--- config.mk ---
export PLATFORM = sky130hd
export DESIGN_NAME = mc_path_ctrl_flat
export DESIGN_NICKNAME = d
export VERILOG_FILES = /design/src/rtl/mc_path_ctrl_pkg.sv /design/src/rtl/mc_path_ctrl_if.sv /design/src/rtl/mc_path_ctrl_next_state.sv /design/src/rtl/mc_path_ctrl.sv /design/src/flat_wrapper.sv
export SDC_FILE = /design/constraint.sdc
export NUM_CORES = 1
export LEC_CHECK = 0
export BUFFER_PORTS_ARGS = -buffer_cell sky130_fd_sc_hd__buf_2
export CAP_MARGIN = 40
export CORE_UTILIZATION = 45
export CTS_CLUSTER_SIZE = 8
export DETAILED_ROUTE_END_ITERATION = 12
export PLACE_DENSITY_LB_ADDON = 0.05
export SYNTH_ARGS = -nofsm -noshare
export SYNTH_HDL_FRONTEND = slang
export SYNTH_SLANG_ARGS = --single-unit
--- constraint.sdc ---
create_clock -name clk -period 1.6 [get_ports clk]
set_input_delay 0.32 -clock clk [delete_from_list [all_inputs] [get_ports clk]]
set_output_delay 0.32 -clock clk [all_outputs]
set_load 0.005 [all_outputs]
--- src/rtl/mc_path_ctrl_pkg.sv ---
// ============================================================================
// Module      : lib_cpu (package)
// Description : Shared types for the multicycle path controller: FSM state
//               encoding, opcode values and datapath mux encodings.
// Revision    : 1.0
// ============================================================================
`default_nettype none

package lib_cpu;

    typedef enum logic [3:0] {
        FETCH   = 4'd0,
        DECODE  = 4'd1,
        MEMADR  = 4'd2,
        MEMRD   = 4'd3,
        MEMWB   = 4'd4,
        MEMWR   = 4'd5,
        EXECUTE = 4'd6,
        ALUWB   = 4'd7,
        BRANCH  = 4'd8,
        ADDIEX  = 4'd9,
        ADDIWB  = 4'd10,
        JUMP    = 4'd11,
        ILLEGAL = 4'd12
    } MC_STATE;

    typedef enum logic [5:0] {
        RTYPE = 6'b000000,
        J     = 6'b000010,
        BEQ   = 6'b000100,
        BNE   = 6'b000101,
        ADDI  = 6'b001000,
        LW    = 6'b100011,
        SW    = 6'b101011
    } OPECODE;

    localparam logic [1:0] SRCB_REG     = 2'b00;
    localparam logic [1:0] SRCB_FOUR    = 2'b01;
    localparam logic [1:0] SRCB_IMM     = 2'b10;
    localparam logic [1:0] SRCB_IMM_SH2 = 2'b11;

    localparam logic [1:0] PCSRC_ALU    = 2'b00;
    localparam logic [1:0] PCSRC_ALUOUT = 2'b01;
    localparam logic [1:0] PCSRC_JUMP   = 2'b10;

    localparam logic [1:0] ALUOP_ADD    = 2'b00;
    localparam logic [1:0] ALUOP_SUB    = 2'b01;
    localparam logic [1:0] ALUOP_FUNCT  = 2'b10;

endpackage

`default_nettype wire

--- src/rtl/mc_path_ctrl_if.sv ---
// ============================================================================
// Module      : mc_path_ctrl_if
// Description : Controller <-> datapath/memory signal bundle. The master
//               modport is the controller side.
// Revision    : 1.0
// ============================================================================
`default_nettype none

interface mc_path_ctrl_if;

    lib_cpu::OPECODE op;
    logic            mem_ready;
    logic            mem_req;
    logic            iord;
    logic            mem_write;
    logic            ir_write;
    logic            pc_write;
    logic            branch;
    logic            branch_ne;
    logic            reg_dst;
    logic            mem_to_reg;
    logic            reg_write;
    logic            alu_src_a;
    logic [1:0]      alu_src_b;
    logic [1:0]      pc_src;
    logic [1:0]      alu_op;
    logic            illegal;

    modport master (
        input  op, mem_ready,
        output mem_req, iord, mem_write, ir_write, pc_write, branch, branch_ne,
               reg_dst, mem_to_reg, reg_write, alu_src_a, alu_src_b, pc_src,
               alu_op, illegal
    );

    modport slave (
        output op, mem_ready,
        input  mem_req, iord, mem_write, ir_write, pc_write, branch, branch_ne,
               reg_dst, mem_to_reg, reg_write, alu_src_a, alu_src_b, pc_src,
               alu_op, illegal
    );

endinterface

`default_nettype wire

--- src/rtl/mc_path_ctrl_next_state.sv ---
// ============================================================================
// Module      : mc_next_state
// Description : Next-state logic of the multicycle controller FSM.
//               Build option MC_PATH_CTRL_BNE_EN routes BNE to BRANCH.
// Revision    : 1.0
// ============================================================================
`default_nettype none

module mc_next_state
    import lib_cpu::*;
(
    input  MC_STATE i_state,
    input  OPECODE  i_op,
    input  logic    i_mem_ready,
    output MC_STATE o_next
);

    always_comb begin
        o_next = FETCH;
        case (i_state)
            FETCH:   o_next = i_mem_ready ? DECODE : FETCH;
            DECODE: begin
                case (i_op)
                    LW, SW:  o_next = MEMADR;
                    RTYPE:   o_next = EXECUTE;
                    BEQ:     o_next = BRANCH;
`ifdef MC_PATH_CTRL_BNE_EN
                    BNE:     o_next = BRANCH;
`endif
                    ADDI:    o_next = ADDIEX;
                    J:       o_next = JUMP;
                    default: o_next = ILLEGAL;
                endcase
            end
            // Only LW/SW can reach MEMADR, so the latched opcode picks the side
            MEMADR:  o_next = (i_op == SW) ? MEMWR : MEMRD;
            MEMRD:   o_next = i_mem_ready ? MEMWB : MEMRD;
            MEMWB:   o_next = FETCH;
            MEMWR:   o_next = i_mem_ready ? FETCH : MEMWR;
            EXECUTE: o_next = ALUWB;
            ALUWB:   o_next = FETCH;
            BRANCH:  o_next = FETCH;
            ADDIEX:  o_next = ADDIWB;
            ADDIWB:  o_next = FETCH;
            JUMP:    o_next = FETCH;
            ILLEGAL: o_next = ILLEGAL;
            default: o_next = FETCH;
        endcase
    end

endmodule

`default_nettype wire

--- src/rtl/mc_path_ctrl.sv ---
// ============================================================================
// Module      : mc_path_ctrl
// Description : Moore-style multicycle CPU path controller with opcode latch.
//               Build option MC_PATH_CTRL_BNE_EN enables BNE / branch_ne.
// Revision    : 1.0
// ============================================================================
`default_nettype none

module mc_path_ctrl
    import lib_cpu::*;
(
    input  logic          clk,
    input  logic          reset,
    mc_path_ctrl_if.master bus
);

    MC_STATE state_q, state_d, w_next_state;
    OPECODE  opcode_q, opcode_d, w_ns_op;

    // DECODE looks at the live opcode; later states only see the latched copy
    assign w_ns_op = (state_q == DECODE) ? bus.op : opcode_q;

    mc_next_state u_next_state (
        .i_state     (state_q),
        .i_op        (w_ns_op),
        .i_mem_ready (bus.mem_ready),
        .o_next      (w_next_state)
    );

    always_comb begin
        state_d  = w_next_state;
        opcode_d = (state_q == DECODE) ? bus.op : opcode_q;
    end

    always_ff @(posedge clk) begin
        if (reset) begin
            state_q  <= FETCH;
            opcode_q <= RTYPE;
        end else begin
            state_q  <= state_d;
            opcode_q <= opcode_d;
        end
    end

    logic       w_mem_req, w_iord, w_mem_write, w_ir_write, w_pc_write;
    logic       w_branch, w_branch_ne, w_reg_dst, w_mem_to_reg, w_reg_write;
    logic       w_alu_src_a, w_illegal;
    logic [1:0] w_alu_src_b, w_pc_src, w_alu_op;

    always_comb begin
        w_mem_req    = 1'b0;
        w_iord       = 1'b0;
        w_mem_write  = 1'b0;
        w_ir_write   = 1'b0;
        w_pc_write   = 1'b0;
        w_branch     = 1'b0;
        w_branch_ne  = 1'b0;
        w_reg_dst    = 1'b0;
        w_mem_to_reg = 1'b0;
        w_reg_write  = 1'b0;
        w_alu_src_a  = 1'b0;
        w_illegal    = 1'b0;
        w_alu_src_b  = SRCB_REG;
        w_pc_src     = PCSRC_ALU;
        w_alu_op     = ALUOP_ADD;
        // Reset blanks every strobe immediately, before the state flop clears
        if (!reset) begin
            case (state_q)
                FETCH: begin
                    w_mem_req   = 1'b1;
                    w_alu_src_b = SRCB_FOUR;
                    w_ir_write  = bus.mem_ready;
                    w_pc_write  = bus.mem_ready;
                end
                DECODE:  w_alu_src_b = SRCB_IMM_SH2;
                MEMADR: begin
                    w_alu_src_a = 1'b1;
                    w_alu_src_b = SRCB_IMM;
                end
                MEMRD: begin
                    w_mem_req = 1'b1;
                    w_iord    = 1'b1;
                end
                MEMWB: begin
                    w_mem_to_reg = 1'b1;
                    w_reg_write  = 1'b1;
                end
                MEMWR: begin
                    w_mem_req   = 1'b1;
                    w_iord      = 1'b1;
                    w_mem_write = 1'b1;
                end
                EXECUTE: begin
                    w_alu_src_a = 1'b1;
                    w_alu_op    = ALUOP_FUNCT;
                end
                ALUWB: begin
                    w_reg_dst   = 1'b1;
                    w_reg_write = 1'b1;
                end
                BRANCH: begin
                    w_alu_src_a = 1'b1;
                    w_alu_op    = ALUOP_SUB;
                    w_pc_src    = PCSRC_ALUOUT;
                    w_branch    = 1'b1;
`ifdef MC_PATH_CTRL_BNE_EN
                    w_branch_ne = (opcode_q == BNE);
`endif
                end
                ADDIEX: begin
                    w_alu_src_a = 1'b1;
                    w_alu_src_b = SRCB_IMM;
                end
                ADDIWB:  w_reg_write = 1'b1;
                JUMP: begin
                    w_pc_src   = PCSRC_JUMP;
                    w_pc_write = 1'b1;
                end
                ILLEGAL: w_illegal = 1'b1;
                default: w_illegal = 1'b0;
            endcase
        end
    end

    assign bus.mem_req    = w_mem_req;
    assign bus.iord       = w_iord;
    assign bus.mem_write  = w_mem_write;
    assign bus.ir_write   = w_ir_write;
    assign bus.pc_write   = w_pc_write;
    assign bus.branch     = w_branch;
    assign bus.branch_ne  = w_branch_ne;
    assign bus.reg_dst    = w_reg_dst;
    assign bus.mem_to_reg = w_mem_to_reg;
    assign bus.reg_write  = w_reg_write;
    assign bus.alu_src_a  = w_alu_src_a;
    assign bus.alu_src_b  = w_alu_src_b;
    assign bus.pc_src     = w_pc_src;
    assign bus.alu_op     = w_alu_op;
    assign bus.illegal    = w_illegal;

endmodule

`default_nettype wire

--- src/flat_wrapper.sv ---
// flat-port wrapper written by rule: the top's interface ports become plain ports
module mc_path_ctrl_flat import lib_cpu::*;
  (clk, reset, bus_op, bus_mem_ready, bus_mem_req, bus_iord, bus_mem_write, bus_ir_write, bus_pc_write, bus_branch, bus_branch_ne, bus_reg_dst, bus_mem_to_reg, bus_reg_write, bus_alu_src_a, bus_alu_src_b, bus_pc_src, bus_alu_op, bus_illegal);
  mc_path_ctrl_if bus_i ();
  input  logic clk;
  input  logic reset;
  input wire logic [$bits(bus_i.op)-1:0] bus_op;
  input wire logic [$bits(bus_i.mem_ready)-1:0] bus_mem_ready;
  output wire logic [$bits(bus_i.mem_req)-1:0] bus_mem_req;
  output wire logic [$bits(bus_i.iord)-1:0] bus_iord;
  output wire logic [$bits(bus_i.mem_write)-1:0] bus_mem_write;
  output wire logic [$bits(bus_i.ir_write)-1:0] bus_ir_write;
  output wire logic [$bits(bus_i.pc_write)-1:0] bus_pc_write;
  output wire logic [$bits(bus_i.branch)-1:0] bus_branch;
  output wire logic [$bits(bus_i.branch_ne)-1:0] bus_branch_ne;
  output wire logic [$bits(bus_i.reg_dst)-1:0] bus_reg_dst;
  output wire logic [$bits(bus_i.mem_to_reg)-1:0] bus_mem_to_reg;
  output wire logic [$bits(bus_i.reg_write)-1:0] bus_reg_write;
  output wire logic [$bits(bus_i.alu_src_a)-1:0] bus_alu_src_a;
  output wire logic [$bits(bus_i.alu_src_b)-1:0] bus_alu_src_b;
  output wire logic [$bits(bus_i.pc_src)-1:0] bus_pc_src;
  output wire logic [$bits(bus_i.alu_op)-1:0] bus_alu_op;
  output wire logic [$bits(bus_i.illegal)-1:0] bus_illegal;
  assign bus_i.op = bus_op;
  assign bus_i.mem_ready = bus_mem_ready;
  assign bus_mem_req = bus_i.mem_req;
  assign bus_iord = bus_i.iord;
  assign bus_mem_write = bus_i.mem_write;
  assign bus_ir_write = bus_i.ir_write;
  assign bus_pc_write = bus_i.pc_write;
  assign bus_branch = bus_i.branch;
  assign bus_branch_ne = bus_i.branch_ne;
  assign bus_reg_dst = bus_i.reg_dst;
  assign bus_mem_to_reg = bus_i.mem_to_reg;
  assign bus_reg_write = bus_i.reg_write;
  assign bus_alu_src_a = bus_i.alu_src_a;
  assign bus_alu_src_b = bus_i.alu_src_b;
  assign bus_pc_src = bus_i.pc_src;
  assign bus_alu_op = bus_i.alu_op;
  assign bus_illegal = bus_i.illegal;
  mc_path_ctrl u_core (.clk(clk), .reset(reset), .bus(bus_i));
endmodule
==> summary.txt <==
Yosys
  – Post-synthesis cell type count: slightly above 40
  – Simple-gate share of the synthesized area: 0.404
  – Adder-cell area share of the yosys netlist: 0
  – Proportion of synthesized area in mux cells: 0.0117
  – Mean Syn Cell Area: about 7 sq um
  – Top post-synthesis cells by area: dfxtp_1 (23%), nor2_1 (7.0%), nand2_1 (6.6%), a21oi_1 (6.4%), nand2b_1 (5.1%)
  – Complex-gate fraction of the synthesized area: 0.236
  – XOR/XNOR Fraction of Synth Area: 0.0205
  – Area leader, netlist: dfxtp_1
  – Mapped Nets: 130
  – Most used flip-flop cell after synthesis: dfxtp_1
  – Yosys reg bits: 10
  – Syn Std Cell Area: about 850 sq um
  – Post-Syn Instances: 121
  – Synth Warn #: 0
  – Largest family of logic cells by synthesized area: simple AND/OR/NAND/NOR gates
  – Share of the synthesized area in the top cell type: 0.234
  – Number of flops mapped to enable cells by yosys: 0
  – Ys async rst share: 0
  – Sequential share of the synthesized area: 0.234

GRT
  – Pin count of the biggest net entering global routing: 11
  – GRT Total Usage: 0.302
  – Vias in the first global route: 1006
  – Total gr overflow: 0
  – First-pass GRT wire length: about 4600 um
  – Antenna violations before repair: 0

Route
  – DRT met1 WL: about 1400 um
  – Detailed Route Iter0 Violations: between 90 and 100
  – Routed length per instance: 18.9 um
  – Drt via density: 6.21
  – DR WL met3: between 400 and 500 um
  – Met2 routed WL: approximately 1800 um
  – First-pass detailed-route iteration total: 4
  – Aggregate routed wire length: ~3800 um
  – Highest Signal Layer: met4
  – Antenna Nets Post-Route: 0
  – Vias: ~1200
  – Remaining design rule violation count: 0

Place
  – Buffers on Ports: 25
  – Placed cells: 181
  – Gpl congestion: ~0.9
  – Placed Area: 1120 sq um
  – HPWL Detailed: ~1900 um

Setup path
  – Critical Path Max Stage Delay: 0.50 ns
  – CP top delay family: simple AND/OR/NAND/NOR gates
  – Cell breakdown of the critical path: buf_6 > nor4b_4 > nand2_2 > or4_4 > a221oi_2
  – Critical Path End Type: register
  – Worst r2r src: u_core.state_q[1]
  – Crit-path slowest cell: or4_4
  – Worst Path Max Fanout: 4
  – CP bufs+invs: 1
  – WP data arrival: roughly 2.0 ns
  – Startpoint Class: register
  – WP data required: 1.77 ns
  – Flop-to-flop setup slack: -0.27 ns
  – CP startpoint: u_core.state_q[1]
  – Critical setup path kind: register to register

Timing
  – Fin crit share: 1.17
  – Hold WS: roughly 0.35 ns
  – Total negative slack: -2.62 ns
  – Final count of pins violating max slew: 0
  – Fin crit period: between 1.5 and 2 ns
  – Worst Skew: approximately 0.012 ns
  – Fin worst setup slack: -0.270 ns
  – Max Fclk: around 530 MHz
  – Final setup fails: 24
  – RSZ-0062 raised after global routing: yes
  – Final count of hold timing violations: 0

Floorplan
  – Die span in y: around 46 um
  – Die Area: around 2100 sq um
  – Total I/O pin count: 27
  – DIE WIDTH: approximately 46 um
  – Core ar.: around 1700 sq um
  – FP Rows: 15
  – Initial core utilization: 0.490

Finish
  – Synth-to-layout area growth: 81.7%
  – Layout cell share with drive strength beyond 1: 0.594
  – Final instance area: between 1500 and 2000 sq um
  – Nets: between 150 and 200
  – Ant diodes: 0
  – Final cell count without fillers: 200

Clocking
  – # hold bufs at CTS: 0
  – Clk sink count: 10
  – CTS Buffer Depth: 2
  – Clock Latency Late Sink: between 0.2 and 0.3 ns
  – H-tree Lvls: 1
  – CTS tree: done
  – CTS buffer count: 3
  – CTS root buf: clkbuf_4
  – Clock Pin Slew Worst Setup and Hold Paths: around 0.080 ns

Power
  – Pwr Total: 1050 uW
  – Power Dens Cells: between 600 and 700 nW/um^2
  – Static Leakage: 0.000642 uW
  – Max VDD drop: around 0.00064 V

Hold path
  – HP Class: primary input to register
  – Hold path start: bus_op[1]

Run
  – Max-Cap Viols: 0

Run status
  – Violated checks: negative setup slack
  – Run status: finished, violations left
[stage by stage]
| stage | worst slack [ns] | util |
|---|---|---|
| 6_report | -0.270 | 0.890 |
| 3_5_place_dp | -0.0328 | 0.644 |
| 2_1_floorplan | 0.00595 | - |
| 3_3_place_gp | 0.0123 | 0.644 |
| 4_1_cts | -0.199 | 0.822 |
| 5_1_grt | -0.298 | 0.890 |
[placed cells by master, fill, tap and decap left out, types with 5 or more instances in the layout]
cell type	synthesis	final
nor3_1	8	5
nand2b_1	7	5
nand2_1	15	14
dfxtp_1	10	6
a21oi_1	11	9
nor2_1	16	10
buf_4	2	25
buf_2	1	24
buf_6	2	11
[final cells by class]
type,instances,area (sq um)
Tap cell,25,31.3
Clock buffer,4,36.3
Fill cell,87,193
Inverter,3,13.8
Multi-Input combinational cell,97,807
Sequential cell,10,213
Timing Repair Buffer,61,452
[timing repair]
action	in CTS	in global routing
endpoints found under the setup margin	20	26
gates resized for setup	41	18
pin swaps	11	12
setup buffers	13	2
[registers in the layout, summed over array words and instances (netlist names)]
register	cells
u_core.opcode_q	6
u_core.state_q	4
[worst reg2reg max path: cells and delay by family (launching register included)]
| family | cells | cell delay [ns] |
|---|---|---|
| AND/OR/NAND/NOR | 3 | 1.02 |
| flip-flops | 1 | 0.36 |
| AO/OA/AOI/OAI | 1 | 0.27 |
| buffers and inverters | 1 | 0.13 |
[power by group]
part	switching (uW)	total (uW)	leakage, uW	internal, uW
Clock	93.7	232	0.0000210	138
Sequential	27.7	297	0.0000841	269
Combinational	258	524	0.000537	266
[worst paths after layout]
| path | end | cells past startpoint |
|---|---|---|
| worst max-delay path | u_core.state_q[0] | 5 |
| worst min-delay path | u_core.opcode_q[1] | 3 |
| worst max register to register | u_core.state_q[0] | 5 |
| worst min register to register | u_core.opcode_q[5] | 2 |
[synth_stat cells (all sizes together), types with 2 or more instances]
library cell  count
dfxtp            10
buf               5
nor2             16
a311oi            2
nor4              2
or4               4
a21oi            11
clkbuf            6
nand2            16
nor4b             3
xnor2             2
nand2b            7
inv               3
o21ai             3
nor3              8
nand3             3
a2111oi           2
[logic make-up (layout without fill, tap and decap cells)]
logic type	count (synthesis)	in the layout
AO/OA/AOI/OAI	29	29
XOR/XNOR	2	2
buffers and inverters	14	68
flip-flops	10	10
multiplexers	1	1
other	1	1
AND/OR/NAND/NOR	64	64
[metal layers]
metal	vias up	GRT usage
met4	0	0.0667
met5	-	0
met1	577	0.402
li1	544	-
met3	16	0.0595
met2	105	0.497
No activity file was read; power rests on OpenSTA's default activity.
